**src/rtl/gf180mcu_fd_sc_mcu7t5v0__demux4_reg.sv**
```systemverilog
// ---------------------------------------------------------------------------
// gf180mcu_fd_sc_mcu7t5v0__demux4_reg
//
// Registered 1-to-4 demultiplexer with valid/ready flow control. One input
// stream is steered into one of four single-entry channel registers, chosen
// either by the static select pins {S1,S0} or by an internal round-robin
// pointer (AUTO=1). Each channel drains independently toward its consumer.
//
// Ports:
//   CLK            clock, rising edge
//   RN             asynchronous active-low reset
//   I  [WIDTH]     input data
//   IV / IR        input valid / input ready
//   S0, S1         static channel select {S1,S0}, used when AUTO=0
//   AUTO           1: steer via round-robin pointer PTR
//   Z0..Z3 [WIDTH] channel data registers (meaningful only while ZVk=1)
//   ZV0..ZV3       channel valid
//   ZR0..ZR3       channel ready from consumer
//   PTR [2]        round-robin pointer
// ---------------------------------------------------------------------------
module gf180mcu_fd_sc_mcu7t5v0__demux4_reg #(
    parameter int WIDTH = 1
) (
    input  logic             CLK,
    input  logic             RN,
    input  logic [WIDTH-1:0] I,
    input  logic             IV,
    output logic             IR,
    input  logic             S0,
    input  logic             S1,
    input  logic             AUTO,
    output logic [WIDTH-1:0] Z0,
    output logic [WIDTH-1:0] Z1,
    output logic [WIDTH-1:0] Z2,
    output logic [WIDTH-1:0] Z3,
    output logic             ZV0,
    output logic             ZV1,
    output logic             ZV2,
    output logic             ZV3,
    input  logic             ZR0,
    input  logic             ZR1,
    input  logic             ZR2,
    input  logic             ZR3,
    output logic [1:0]       PTR
);

    logic [WIDTH-1:0] z_q [4];
    logic [WIDTH-1:0] z_d [4];
    logic [3:0]       zv_q, zv_d;
    logic [1:0]       ptr_q, ptr_d;

    logic [3:0]       zr;
    logic [1:0]       sel;
    logic             acc;

    assign zr  = {ZR3, ZR2, ZR1, ZR0};
    assign sel = AUTO ? ptr_q : {S1, S0};

    // Ready looks only at the selected channel's state and its consumer, so a
    // full channel being drained this cycle can still accept (full throughput).
    // There is deliberately no path from IV into IR.
    assign IR  = ~zv_q[sel] | zr[sel];
    assign acc = IV & IR;

    always_comb begin
        // NOTE: every next-state signal gets its hold value first so no path
        // through this block leaves it unassigned (which would infer a latch).
        z_d   = z_q;
        zv_d  = zv_q;
        ptr_d = ptr_q;

        for (int k = 0; k < 4; k++) begin
            if (acc && (sel == 2'(k))) begin
                // A load beats a simultaneous drain on the same channel.
                z_d[k]  = I;
                zv_d[k] = 1'b1;
            end else if (zv_q[k] && zr[k]) begin
                // Drain: data register keeps its last value, only valid drops.
                zv_d[k] = 1'b0;
            end
        end

        // Round-robin stalls on a full channel (no acc) rather than skipping it.
        if (acc && AUTO) begin
            ptr_d = ptr_q + 2'd1;
        end
    end

    always_ff @(posedge CLK or negedge RN) begin
        if (!RN) begin
            // NOTE: the data registers are reset too, since their cleared value
            // is externally observable; a storage block with no such contract
            // would normally leave data unreset.
            for (int k = 0; k < 4; k++) begin
                z_q[k] <= '0;
            end
            zv_q  <= '0;
            ptr_q <= '0;
        end else begin
            // NOTE: non-blocking assignments so every register samples the
            // pre-edge values, independent of statement order.
            for (int k = 0; k < 4; k++) begin
                z_q[k] <= z_d[k];
            end
            zv_q  <= zv_d;
            ptr_q <= ptr_d;
        end
    end

    assign Z0  = z_q[0];
    assign Z1  = z_q[1];
    assign Z2  = z_q[2];
    assign Z3  = z_q[3];
    assign ZV0 = zv_q[0];
    assign ZV1 = zv_q[1];
    assign ZV2 = zv_q[2];
    assign ZV3 = zv_q[3];
    assign PTR = ptr_q;

endmodule

```
**config.mk**
```make
export PLATFORM = sky130hd
export DESIGN_NAME = gf180mcu_fd_sc_mcu7t5v0__demux4_reg
export DESIGN_NICKNAME = d
export VERILOG_FILES = /design/src/rtl/gf180mcu_fd_sc_mcu7t5v0__demux4_reg.sv
export SDC_FILE = /design/constraint.sdc
export NUM_CORES = 1
export LEC_CHECK = 0
export ABC_AREA = 1
export ABC_CLOCK_PERIOD_IN_PS = 1250
export CORE_AREA = 2 2 45 43
export CTS_CLUSTER_SIZE = 40
export DETAILED_ROUTE_END_ITERATION = 10
export DIE_AREA = 0 0 47 45
export MAX_ROUTING_LAYER = met4
export PLACE_DENSITY = 0.69
export SLEW_MARGIN = 0
export SYNTH_ARGS = -nofsm -noshare
export SYNTH_HDL_FRONTEND = slang
export SYNTH_SLANG_ARGS = --single-unit
```
**constraint.sdc**
```tcl
create_clock -name CLK -period 1.25 [get_ports CLK]
set_input_delay 0.1875 -clock CLK [delete_from_list [all_inputs] [get_ports CLK]]
set_output_delay 0.1875 -clock CLK [all_outputs]
set_load 0.02 [all_outputs]
```
==> flow_metrics.env <==
export IMPL_cts_root_buf="clkbuf_4"
export IMPL_crit_required_ns=1.06
export IMPL_numClockSinks=10
export IMPL_drv_cap=0
export IMPL_crit_slowest_cell="clkdlybuf4s50_1"
export IMPL_dp_worst_setup_slack_ns=-0.9309
export IMPL_power_leakage_nw=0.5330
export IMPL_endpoint_kind="output pin"
export IMPL_worst_pin_slew_ns=0.4787
export IMPL_track_usage_pct=18.31
export IMPL_postLayoutCoreUtil_pct=61.57
export IMPL_grt_pass1_wl_mm=2.594
export IMPL_avgSynthCellArea_um2=7.459
export IMPL_coreArea_um2=1612
export IMPL_violations="setup timing"
export IMPL_worstSetupStartpointType="input pin"
export IMPL_worstPathCellList="clkdlybuf4s50_1 -> inv_1 -> o21ai_2 -> inv_2 -> nand2_1 -> nand2_1 -> inv_1 -> nand2_2 -> buf_6"
export IMPL_die_area_um2=2115
export IMPL_synth_nets=89
export IMPL_hold_viol=0
export IMPL_initial_core_util_pct=36.10
export IMPL_antenna_found_initial=0
export IMPL_fin_tns_setup_ns=-2.446
export IMPL_vias=643
export IMPL_wl_per_cell_um=11.46
export IMPL_clkTransAtPathRegs_ns=0.08
export IMPL_antennaDiodeCount=0
export IMPL_r2r_slack_ns=-0.25
export IMPL_grt_max_degree=12
export IMPL_io_pins=22
export IMPL_power_share_combinational_pct=55.7
export IMPL_yosysSeqAreaShare_pct=43.01
export IMPL_seqPwrFrac_pct=28.2
export IMPL_power_switching_w=0.0007653
export IMPL_clock_path_buffers=2
export IMPL_totalWireLength_mm=1.605
export IMPL_die_w_um=47
export IMPL_synth_cell_types=14
export IMPL_clock_skew_ns=0.009103
export IMPL_area_delta_synth_final_pct=70.54
export IMPL_row_count=14
export IMPL_portBuffers=21
export IMPL_relSlewSlack_pct=67.99
export IMPL_rsz0062_at_grt="yes"
export IMPL_finalCritPeriodShare_pct=121.6
export IMPL_clk_latency_ns=0.27
export IMPL_critPathKind="in2out"
export IMPL_setup_viol=11
export IMPL_drcViolationCount=0
export IMPL_ant_nets=0
export IMPL_power_w=0.001857
export IMPL_status="finished, violations left"
export IMPL_gp_congestion=0.8839
export IMPL_ir_drop_mv=0.9338
export IMPL_ys_seq_elements=10
export IMPL_nNetsFinal=128
export IMPL_dieHeight_um=45
export IMPL_r2r_start="PTR[0]$_DFFE_PN0P_"
export IMPL_hpwl_mm=1.134
export IMPL_fin_ws_ns=-0.2694
export IMPL_powerDensity_nw_per_um2=1872
export IMPL_worst_endpoint_arrival_ns=1.33
export IMPL_reg2reg_to="Z0$_DFFE_PN0P_"
export IMPL_drv_slew=0
export IMPL_worstPathMaxFanout=4
export IMPL_cts_buffers_inserted=3
export IMPL_p_int_w=0.001092
export IMPL_clockPowerShare_pct=16.1
export IMPL_cts_tree="yes"
export IMPL_max_freq_mhz=658.1
export IMPL_syn_area_um2=581.8
export IMPL_reg2reg_depth=12
export IMPL_min_period_ns=1.519
export IMPL_cts_htree_levels=1
export IMPL_holdBufCountCts=0
export IMPL_drive_above_1_share_pct=35.34
export IMPL_hp_class="in2async"
export IMPL_dr_pass1_iters=4
export IMPL_grt_pass1_vias=598
export IMPL_vias_per_cell=4.593
export IMPL_switching_share_pct=41.21
export IMPL_synth_cells=78
export IMPL_yosysWarnings=0
export IMPL_drt_initial_drc_count=7
export IMPL_overflow=0
export IMPL_cpPeakStageDelay_ns=0.45
[final cells by class]
class                      count  area (um2)
tap                           24       30.03
inverter                      11       41.29
timing repair buffer          36       319.1
fill                         153       619.3
multi-input combinational     55       312.8
clock buffer                   4       36.28
sequential                    10       252.7
[per-layer routing]
layer  track usage (%)  up-vias  part of all wire (%)
met5                 -        -                     0
met4             10.00        0                   1.6
met3             2.400        4                   5.9
met2             25.21       25                    47
met1             25.69      286                    45
li1                  -      328                     -
[per-stage QoR]
step           hold WS, ns  std cells  area (um2)
6_report            0.2364        140       992.2
5_1_grt             0.2759        140       992.2
4_1_cts             0.2483        140       991.0
3_5_place_dp        0.4639        131       904.6
3_3_place_gp        0.4579        131       904.6
2_1_floorplan      -0.1081         78       595.6
[what timing repair did]
action	4_1_cts	5_1_grt
resized for setup	39	8
pin swaps	3	2
endpoints found under the hold margin	0	0
setup buffers	4	0
setup endpoints to repair	21	13
gates cloned	1	0
[logic make-up (layout without fill, tap and decap cells)]
| family | count (synthesis) | in the layout | share of synthesized area, % |
|---|---|---|---|
| AO/OA/AOI/OAI | 6 | 6 | 5.160 |
| buffers and inverters | 13 | 51 | 10.32 |
| AND/OR/NAND/NOR | 48 | 48 | 40.00 |
| flip-flops | 10 | 10 | 43.01 |
| XOR/XNOR | 1 | 1 | 1.506 |
[power by group through the flow]
| stage | Sequential [W] | Clock, W | Combinational, W |
|---|---|---|---|
| 2_1_floorplan | 0.000706 | 0 | 0.000347 |
| 3_3_place_gp | 0.000531 | 0 | 0.000983 |
| 3_5_place_dp | 0.000537 | 0 | 0.000996 |
| 4_1_cts | 0.000528 | 0.000311 | 0.00102 |
| 5_1_grt | 0.000540 | 0.000326 | 0.00113 |
| 6_report | 0.000525 | 0.000298 | 0.00103 |
[how the worst max path moves through the flow]
stage	startpoint	endpoint	slack [ns]	cells after the start
final	S1	IR	-0.27	9
after global routing	PTR[0]$_DFFE_PN0P_	IR	-0.35	7
after CTS	PTR[0]$_DFFE_PN0P_	IR	-0.26	9
after detailed placement	AUTO	IR	-0.93	10
after global placement	AUTO	IR	-0.87	10
after floorplan	PTR[0]$_DFFE_PN0P_	Z1$_DFFE_PN0P_	-0.11	12
[cell usage after synthesis]
| master | count | area (um2) |
|---|---|---|
| buf_4 | 1 | 7.510 |
| buf_6 | 1 | 11.26 |
| dfrtp_1 | 10 | 250.2 |
| inv_1 | 11 | 41.29 |
| nand2_1 | 29 | 108.9 |
| nand2_2 | 2 | 12.51 |
| nand2_4 | 1 | 11.26 |
| nand3_1 | 5 | 25.02 |
| nand3_2 | 3 | 30.03 |
| nand4_1 | 6 | 37.54 |
| nor2_1 | 2 | 7.510 |
| o21ai_0 | 5 | 25.02 |
| o21ai_1 | 1 | 5.000 |
| xor2_1 | 1 | 8.760 |
[worst max-delay path, delay by kind of cell]
kind / cells / cell delay (ns)
simple gates: 3 / 0.17
compound gates: 1 / 0.21
buf+inv: 5 / 0.76
[layout by cell type (no fill, tap or decap), types with 2 or more instances in the layout]
cell / count
nand2_4: 2
nand2_2: 4
clkdlybuf4s50_1: 8
clkbuf_4: 3
dfrtp_1: 8
buf_4: 12
dfrtp_2: 2
o21ai_1: 3
dlygate4sd2_1: 7
buf_2: 4
inv_1: 10
nand2_1: 26
nor2_1: 2
nand3_2: 4
nand3_1: 3
o21ai_2: 3
nand4_1: 6
buf_6: 2
[sequential cells by signal, indices dropped and copies added (netlist names)]
register	cells
Z2	1
Z0	1
Z1	1
Z3	1
zv_q	4
PTR	2
No activity file was read; power rests on OpenSTA's default activity.
